===== src/rtl/tree_accumulator.sv =====
// Accumulates a programmed number of adder-tree partial sums into one wide result,
// delivered on a valid/ready handshake. Define TREE_ACC_SATURATE_EN to clamp on overflow instead of wrapping.
module tree_accumulator #(
    parameter int IDATA_WIDTH = 21,
    parameter int ACC_WIDTH   = 32,
    parameter int LEN_WIDTH   = 16
) (
    input  logic                   clk,
    input  logic                   rst,
    input  logic                   i_start,
    input  logic [LEN_WIDTH-1:0]   i_len,
    input  logic                   i_valid,
    input  logic [IDATA_WIDTH-1:0] i_data,
    output logic                   o_in_ready,
    output logic                   o_busy,
    output logic                   o_valid,
    output logic [ACC_WIDTH-1:0]   o_data,
    output logic                   o_ovf,
    input  logic                   i_ready
);

    typedef enum logic [1:0] {IDLE, ACCUM, HOLD} state_t;

    state_t               state_q, state_d;
    logic [LEN_WIDTH-1:0] len_q, len_d, cnt_q, cnt_d;
    logic [ACC_WIDTH-1:0] acc_q, acc_d, data_q, data_d;
    logic                 ovf_q, ovf_d, valid_q, valid_d, res_ovf_q, res_ovf_d;

    logic [ACC_WIDTH:0]   sum;
    logic [ACC_WIDTH-1:0] acc_nxt;
    logic                 ovf_nxt;

    always_comb begin
        sum     = {1'b0, acc_q} + {{(ACC_WIDTH + 1 - IDATA_WIDTH){1'b0}}, i_data};
        ovf_nxt = ovf_q | sum[ACC_WIDTH];
`ifdef TREE_ACC_SATURATE_EN
        // Once any beat has carried out, the result is pinned at full scale.
        acc_nxt = ovf_nxt ? '1 : sum[ACC_WIDTH-1:0];
`else
        acc_nxt = sum[ACC_WIDTH-1:0];
`endif
    end

    always_comb begin
        state_d   = state_q;
        len_d     = len_q;
        cnt_d     = cnt_q;
        acc_d     = acc_q;
        ovf_d     = ovf_q;
        valid_d   = valid_q;
        data_d    = data_q;
        res_ovf_d = res_ovf_q;
        case (state_q)
            IDLE: begin
                if (i_start && (i_len != '0)) begin
                    len_d   = i_len;
                    cnt_d   = '0;
                    acc_d   = '0;
                    ovf_d   = 1'b0;
                    state_d = ACCUM;
                end
            end
            ACCUM: begin
                if (i_valid) begin
                    acc_d = acc_nxt;
                    ovf_d = ovf_nxt;
                    cnt_d = cnt_q + LEN_WIDTH'(1);
                    // Compare against len-1 so len = 2^LEN_WIDTH-1 never needs cnt to wrap.
                    if (cnt_q == (len_q - LEN_WIDTH'(1))) begin
                        data_d    = acc_nxt;
                        res_ovf_d = ovf_nxt;
                        valid_d   = 1'b1;
                        state_d   = HOLD;
                    end
                end
            end
            HOLD: begin
                if (i_ready) begin
                    valid_d = 1'b0;
                    state_d = IDLE;
                end
            end
            default: state_d = IDLE;
        endcase
    end

    always_ff @(posedge clk) begin
        if (rst) begin
            state_q   <= IDLE;
            len_q     <= '0;
            cnt_q     <= '0;
            acc_q     <= '0;
            ovf_q     <= 1'b0;
            valid_q   <= 1'b0;
            data_q    <= '0;
            res_ovf_q <= 1'b0;
        end else begin
            state_q   <= state_d;
            len_q     <= len_d;
            cnt_q     <= cnt_d;
            acc_q     <= acc_d;
            ovf_q     <= ovf_d;
            valid_q   <= valid_d;
            data_q    <= data_d;
            res_ovf_q <= res_ovf_d;
        end
    end

    assign o_in_ready = (state_q == ACCUM);
    assign o_busy     = (state_q != IDLE);
    assign o_valid    = valid_q;
    assign o_data     = data_q;
    assign o_ovf      = res_ovf_q;

endmodule


===== config.mk =====
export PLATFORM = sky130hd
export DESIGN_NAME = tree_accumulator
export DESIGN_NICKNAME = d
export VERILOG_FILES = /design/src/rtl/tree_accumulator.sv
export SDC_FILE = /design/constraint.sdc
export NUM_CORES = 1
export LEC_CHECK = 0
export CORE_UTILIZATION = 50
export CTS_CLUSTER_DIAMETER = 100
export DETAILED_ROUTE_END_ITERATION = 7
export PLACE_DENSITY = 0.76
export SYNTH_ARGS = -nofsm -noshare
export SYNTH_HDL_FRONTEND = slang
export SYNTH_SLANG_ARGS = --single-unit

===== constraint.sdc =====
create_clock -name clk -period 3.7 [get_ports clk]
set_clock_uncertainty 0.2 [all_clocks]
set_input_delay 1.11 -clock clk [delete_from_list [all_inputs] [get_ports clk]]
set_output_delay 1.11 -clock clk [all_outputs]
set_load 0.02 [all_outputs]

Word-level counts from Yosys, hierarchy flattened. Cells that the tools add are included.

Bits in registers: 101. Input port bits: 42. Word-level logic and storage cells: 48.

Add/sub/neg operators: 3. Equal/unequal tests: 7. Mux-type cells: 18. Bitwise gates (word level): 1. Reduce and logical (&&, ||, !) cells: 11.

Operators with widths (count): 32-bit two-way mux (2); 32-bit one-hot mux with 2 select lines (1); 32-bit by 21-bit adder with 33-bit output (1); 16-bit two-way mux (2); 16-bit one-hot mux with 2 select lines (1); 16-bit by 1-bit adder with 16-bit output (second input constant) (1); 16-bit equality test (1); 16-bit nonzero test (1); 16-bit by 1-bit subtractor with 16-bit output (second input constant) (1); 2-bit two-way mux (4); 4-bit AND reduction (2); 2-bit != test (second input constant) (3); 2-bit one-hot mux with 3 select lines (1); 3-bit AND reduction (2); 2-bit nonzero test (3); 1-bit two-way mux (5); 1-bit one-hot mux with 2 select lines (2); 2-bit by 1-bit equality test with 1-bit output (second input constant) (1); 2-bit equality test (second input constant) (1); 2-bit logical NOT (1); 2-bit by 1-bit != test with 1-bit output (second input constant) (1); 2-bit AND reduction (1); 1-bit logical AND (1); 1-bit OR (1).

Logic depth before layout (Yosys ltp). Gate-level depths: netlist (run 1).

Depth after elaboration: 5. Mapped depth: 14.

Worst setup path after synthesis (run 1). OpenSTA, ideal clock, no wires.

Kind: input port to flip-flop. From: in i_data[11]. To: reg data_q[26], in the netlist o_data[26]. Library setup time: 0.080 ns. Arrival: 3.445 ns. Data required time: 3.420 ns. Path slack: -0.025 ns. Stages on the path: 9. Path buffers: 0. Path through: ha_1 -> a21oi_1 -> nor2_1 -> a2111oi_0 -> a21oi_1 -> o31ai_1 -> nor2_1 -> xnor2_1 -> a211oi_2.

Word-level cells in the longest chain between the ends: 1.

RTL lines: from (decl) (line 13) `input logic [IDATA_WIDTH-1:0] i_data,`; 32-bit by 21-bit adder with 33-bit output (line 34) `sum = {1'b0, acc_q} + {{(ACC_WIDTH + 1 - IDATA_WIDTH){1'b0}}, i_data};`; to (signal assigned) (line 104) `data_q <= data_d;`; to (decl) (line 26) `logic [ACC_WIDTH-1:0] acc_q, acc_d, data_q, data_d;`.

No other way between the ends. A chain may end at the register's enable or synchronous reset.

Worst setup path after layout (run 1).
From: in i_data[6]. To: reg data_q[31], in the netlist o_data[31].

Same word-level chain as after synthesis.

==> flow_summary.yaml, run 1 <==
layout:
  fin_nets: 889
  syn2layout_area_growth_pct: 29.45
  post_layout_nonfiller_instances: 971
  final_util: 0.6618
  drive_gt1_frac: 0.1546
  n_antenna_cell: 0
  final_cell_mix: "nor2_1 (104), dfxtp_1 (101), clkdlybuf4s50_1 (74)"
  nFillCells: 928
  final_common_cell: "nor2_1"
  fin_area_um2: 7557
setup_path:
  critPathTopFamily: "buffers and inverters"
  critPathMaxFanout: 6
  critPathMaxStageDelay_ns: 0.47
  crit_buf_inv: 4
  crit_required_ns: 3.78
  path_class: "in -> reg"
  crit_top_cell: "buf_4"
  slowest_stage: "clkdlybuf4s50_1"
  cp_cell_sequence: "clkdlybuf4s50_1 > ha_4 > nand3_1 > nor4b_2 > o31ai_1 > buf_4 > a21oi_1 > buf_4 > nor2_2 > nor3_1 > buf_4 > xnor2_1 > a211oi_2"
  endpoint_kind: "register"
  crit_arrival_ns: 3.76
  crit_path_start_kind: "input port"
placed_design:
  dp_hpwl_um: 11320
  placed_cells: 952
  gp_congestion: 0.9250
  port_buffers: 77
  dp_slack_ns: -0.5075
  dpl_cell_area_um2: 7058
pwr:
  p_seq_frac: 0.431
  peakVddDrop_mv: 0.2298
  pwr-share-comb: 0.187
  power_switching_uw: 714.9
  leakagePower_nw: 2.844
  power_mw: 2.633
  p_sw_frac: 0.2715
  clkPwrFrac: 0.382
  power_density_nw_per_um2: 348.5
  p_int_mw: 1.918
floorplan:
  floorplan.rows: 39
  start_util: 0.5113
  ios: 78
  die_h_um: 110.1
  dieArea_um2: 12110
  die-width_um: 110.1
  core-area_um2: 11420
timing:
  period_minus_slack_ns: 3.675
  setup_viol: 0
  worst_hold_slack_ns: 0.2501
  fin_ws_ns: 0.02497
  hold_viol: 0
  final_min_period_over_clock_period: 0.9933
  worstMarginPinSlew_ns: 0.6004
  relSlewSlack: 0.5998
  fin_setup_tns_ns: 0
  drv_slew: 0
  fmax_mhz: 272.1
global_route:
  grt-ovfl-total: 0
  grt_max_degree: 33
  grt_most_used_layer: "met2"
  grt_pass1_vias: 5442
  use_met1: 0.3374
  antenna_found_initial: 0
  grt_pass1_wl_um: 25160
  grt_use_met2: 0.4496
  track_usage: 0.2680
  met3_usage: 0.03586
clock_tree:
  clk_path_buf_depth: 2
  cts_made_buffers: 9
  clkSlewWorstSetupHoldPaths_ns: 0.07
  cts-root-buf: "clkbuf_16"
  clock-sinks: 101
  htreeDepth: 3
  cts_tree: "built"
  worst_skew_pair.late_latency_ns: 0.35
yosys:
  async_flop_share: 0
  yosys_warnings: 0
  syn-cell-area_um2: 5838
  synth_top_area_frac: 0.3463
  post-synth-top-area-cell: "dfxtp_1"
  avgSynthCellArea_um2: 8.165
  syn_inst: 715
  synth_seq_cells: 101
  synthesis.nets: 781
  synth-edff-count: 0
  ys_seq_area_frac: 0.3463
  synth_flop_cell: "dfxtp_1"
  synthTopCellsByArea: "dfxtp_1 (35%), nor2_1 (6.8%), xnor2_1 (5.3%), mux2i_1 (5.1%), ha_1 (4.9%)"
  synthDistinctLibCells: 55
outcome:
  outcome: "finished clean"
routing:
  antenna_left: 0
  vias: 5653
  drt_first_pass_iters: 5
  drcViolationCount: 0
  drt_iter0_markers: 268
  wl_per_cell_um: 16.11
  wirelength_um: 15640
  vias_per_cell: 5.822
job:
  maxCapViolCount: 0
worst_hold_path:
  hold_path_class: "reg -> reg"
-- cell families (layout without fill, tap and decap cells) --
| logic type | Yosys count | in the layout | synth area share |
|---|---|---|---|
| AO/OA/AOI/OAI | 155 | 155 | 0.1757 |
| XOR/XNOR | 59 | 59 | 0.08851 |
| buffers and inverters | 56 | 169 | 0.04158 |
| multiplexers | 30 | 30 | 0.05144 |
| adder cells (fa/ha/maj) | 24 | 24 | 0.05272 |
| AND/OR/NAND/NOR | 290 | 290 | 0.2437 |
| flip-flops | 101 | 101 | 0.3463 |
-- flip-flops by register name, summed over array words and instances, names as in the netlist --
name     cells
state_q      2
ovf_q        1
o_valid      1
o_data      32
acc_q       32
len_q       16
o_ovf        1
cnt_q       16
-- power groups by stage --
stage,Clock (mW),Sequential [mW],Combinational [mW]
6_report,1.00,1.14,0.493
5_1_grt,1.06,1.14,0.532
4_1_cts,1.02,1.13,0.473
3_5_place_dp,0,1.16,0.463
3_3_place_gp,0,1.16,0.448
2_1_floorplan,0,1.15,0.300
-- final timing paths --
check | startpoint | endpoint | slack [ns] | cells past startpoint
max reg2reg | len_q[1] | o_data[5] | 0.22 | 10
min reg2reg | o_data[5] | o_data[5] | 0.25 | 2
min | o_data[5] | o_data[5] | 0.25 | 2
max | i_data[6] | o_data[31] | 0.02 | 13
-- final cells by class --
| class | instances | area, um2 | share of cell area |
|---|---|---|---|
| Multi-Input combinational cell | 558 | 3734 | 0.4940 |
| Tap cell | 143 | 178.9 | 0.02368 |
| Clock buffer | 12 | 266.5 | 0.03526 |
| Timing Repair Buffer | 142 | 1262 | 0.1671 |
| Inverter | 11 | 41.29 | 0.005464 |
| Sequential cell | 101 | 2022 | 0.2675 |
| Clock inverter | 4 | 52.55 | 0.006954 |
-- what timing repair did --
item	CTS	global route
endpoints found under the setup margin	10	23
hold buffers	0	0
resized for setup	9	24
setup buffers	1	2
pin swaps	2	16
-- synthesized netlist by cell type, types with 6 or more instances --
library cell,instances
a211oi_1,6
a211oi_2,9
a21o_1,7
a21oi_1,53
a22oi_1,9
a31oi_1,15
and3_1,8
clkbuf_1,37
dfxtp_1,101
ha_1,23
inv_1,11
mux2i_1,30
nand2_1,57
nand2b_1,6
nand3_1,36
nand4_1,12
nor2_1,105
nor2b_1,10
nor3_1,15
nor4_1,7
o21ai_0,23
o31ai_1,6
or3_1,9
xnor2_1,35
xor2_1,24
-- metal layers --
layer  wire length [um]  vias up
met5                  0        -
met4                363        0
met3                786       30
met2               7522      198
met1               6966     2669
li1                   -     2756
-- worst register-to-register path, cell delays in order (launching register included) --
cell      delay (ns)
dfxtp_1         0.36
inv_1           0.07
ha_1            0.31
or4b_2          0.62
o41ai_1         0.39
nand4b_1        0.14
and2_1          0.23
or4_1           0.49
buf_4           0.22
or2_0           0.24
a21oi_1         0.14
(Power assumes the default switching activity.)
==> run 2: changes to the inputs <==
--- a/constraint.sdc
+++ b/constraint.sdc
@@ -4,2 +4,2 @@
 set_output_delay 1.11 -clock clk [all_outputs]
-set_load 0.02 [all_outputs]
+set_load 0.05 [all_outputs]
==> flow_summary.yaml, run 2 (same netlist as run 1, synthesis figures left out) <==
timing:
  period_minus_slack_ns: 3.615
  worst_hold_slack_ns: 0.2604
  relSlewSlack: 0.4249
  setup_viol: 0
  final_min_period_over_clock_period: 0.9771
  drv_slew: 0
  hold_viol: 0
  worstMarginPinSlew_ns: 0.8548
  fmax_mhz: 276.6
  fin_setup_tns_ns: 0
global_route:
  grt_pass1_wl_um: 25590
  grt_max_degree: 33
  grt-ovfl-total: 0
  track_usage: 0.2695
  grt_pass1_vias: 5573
  antenna_found_initial: 0
routing:
  drt_iter0_markers: 347
  dr.max_layer_used: "met4"
  vias: 5764
  drt_first_pass_iters: 5
  drcViolationCount: 0
  wl_met2_um: 7743
  wirelength_um: 16020
  wl_met1_um: 7009
  wl_per_cell_um: 16.55
  wl_met3_um: 869
  vias_per_cell: 5.955
  antenna_left: 0
setup_path:
  critPathMaxFanout: 8
  endpoint_kind: "register"
  reg2reg_depth: 9
  crit_path_start_kind: "input port"
  crit_required_ns: 3.78
  path_class: "in -> reg"
  reg2reg_to: "o_data[5]"
  regToRegSetupSlack_ns: 0.15
  r2r_start: "len_q[2]"
  crit_arrival_ns: 3.69
worst_hold_path:
  min_from: "o_data[10]"
  hold_depth: 2
  hold_end: "o_data[10]"
  hold_path_class: "reg -> reg"
pwr:
  pwr-share-comb: 0.191
  leakagePower_nw: 2.820
  p_sw_frac: 0.2849
  clkPwrFrac: 0.372
  peakVddDrop_mv: 0.2277
  power_switching_uw: 739.7
  p_seq_frac: 0.437
  power_density_nw_per_um2: 347.8
  p_int_mw: 1.857
clock_tree:
  clock-sinks: 101
  cts_hold_buf: 0
  cts-root-buf: "clkbuf_16"
  worst_skew_pair.late_latency_ns: 0.35
  htreeDepth: 3
  clk_path_buf_depth: 2
  cts_made_buffers: 9
  clkSlewWorstSetupHoldPaths_ns: 0.07
  cts_tree: "built"
floorplan:
  die-width_um: 110.1
  start_util: 0.5113
  floorplan.rows: 39
  ios: 78
  die_h_um: 110.1
  core-area_um2: 11420
  dieArea_um2: 12110
layout:
  fin_nets: 886
  n_antenna_cell: 0
  final_util: 0.6538
  syn2layout_area_growth_pct: 27.88
  final_cell_mix: "nor2_1 (103), dfxtp_1 (101), clkdlybuf4s50_1 (76)"
  fin_area_um2: 7466
  drive_gt1_frac: 0.1442
  final_common_cell: "nor2_1"
placed_design:
  dpl_cell_area_um2: 7063
  port_buffers: 77
  dp_hpwl_um: 11380
  gp_congestion: 0.9030
job:
  maxCapViolCount: 0
outcome:
  outcome: "finished clean"
run 2: changes by cell type in the layout (fill, tap and decap cells not counted), sizes merged:
| cell | change |
|---|---|
| clkinv | +1 |
| clkdlybuf4s50 | +2 |
| clkinvlp | +1 |
| buf | -3 |
| clkbuf | -1 |
| inv | -1 |
| dlymetal6s2s | -2 |
run 2: cell type report:
| cell class | count | area (um2) |
|---|---|---|
| Clock inverter | 5 | 60.06 |
| Timing Repair Buffer | 139 | 1244 |
| Sequential cell | 101 | 2022 |
| Tap cell | 143 | 178.9 |
| Clock buffer | 11 | 232.7 |
| Multi-Input combinational cell | 558 | 3687 |
| Fill cell | 942 | 3953 |
| Inverter | 11 | 41.29 |
run 2: worst max-delay path by stage:
stage	start	slack, ns	to
after floorplan	i_data[11]	0.09	acc_q[20]
after global placement	i_data[1]	-0.41	o_data[25]
after detailed placement	i_data[1]	-0.43	o_data[25]
after CTS	i_data[1]	-0.01	o_data[25]
after global routing	i_data[1]	-0.03	acc_q[11]
final	i_data[1]	0.08	o_data[25]
run 2: what timing repair did:
item                       in CTS  in global routing
setup endpoints to repair       5                 30
pin swaps                       0                  7
setup buffers                   0                  1
gates cloned                    0                  0
gates resized for setup         2                 23
run 2: power by group through the flow:
stage               combinational (mW)  sequential, mW  clock [mW]
floorplan                        0.304            1.15           0
global placement                 0.452            1.16           0
detailed placement               0.469            1.16           0
CTS                              0.477            1.13       0.965
global route                     0.532            1.14        1.01
finish                           0.496            1.14       0.965
run 2: metal layers:
layer / up-vias / global-route usage
met1: 2757 / 0.3339
met5: - / 0
met4: 0 / 0.1238
met3: 43 / 0.04115
met2: 205 / 0.4594
li1: 2759 / -
run 2: worst max-delay path, stage by stage:
cell	delay, ns
clkdlybuf4s50_1	0.46
ha_1	0.35
a211oi_2	0.33
nor4b_4	0.11
o31ai_2	0.26
buf_4	0.16
a21oi_2	0.07
or2_4	0.29
and3_1	0.22
xnor2_1	0.14
a211oi_2	0.20
run 2: through the flow:
step	total power, mW	instances	setup slack [ns]
final	2.597	968	0.08458
after global routing	2.684	968	-0.02865
after CTS	2.576	967	-0.01476
after detailed placement	1.628	951	-0.4348
after global placement	1.609	951	-0.4063
after floorplan	1.452	715	0.08797
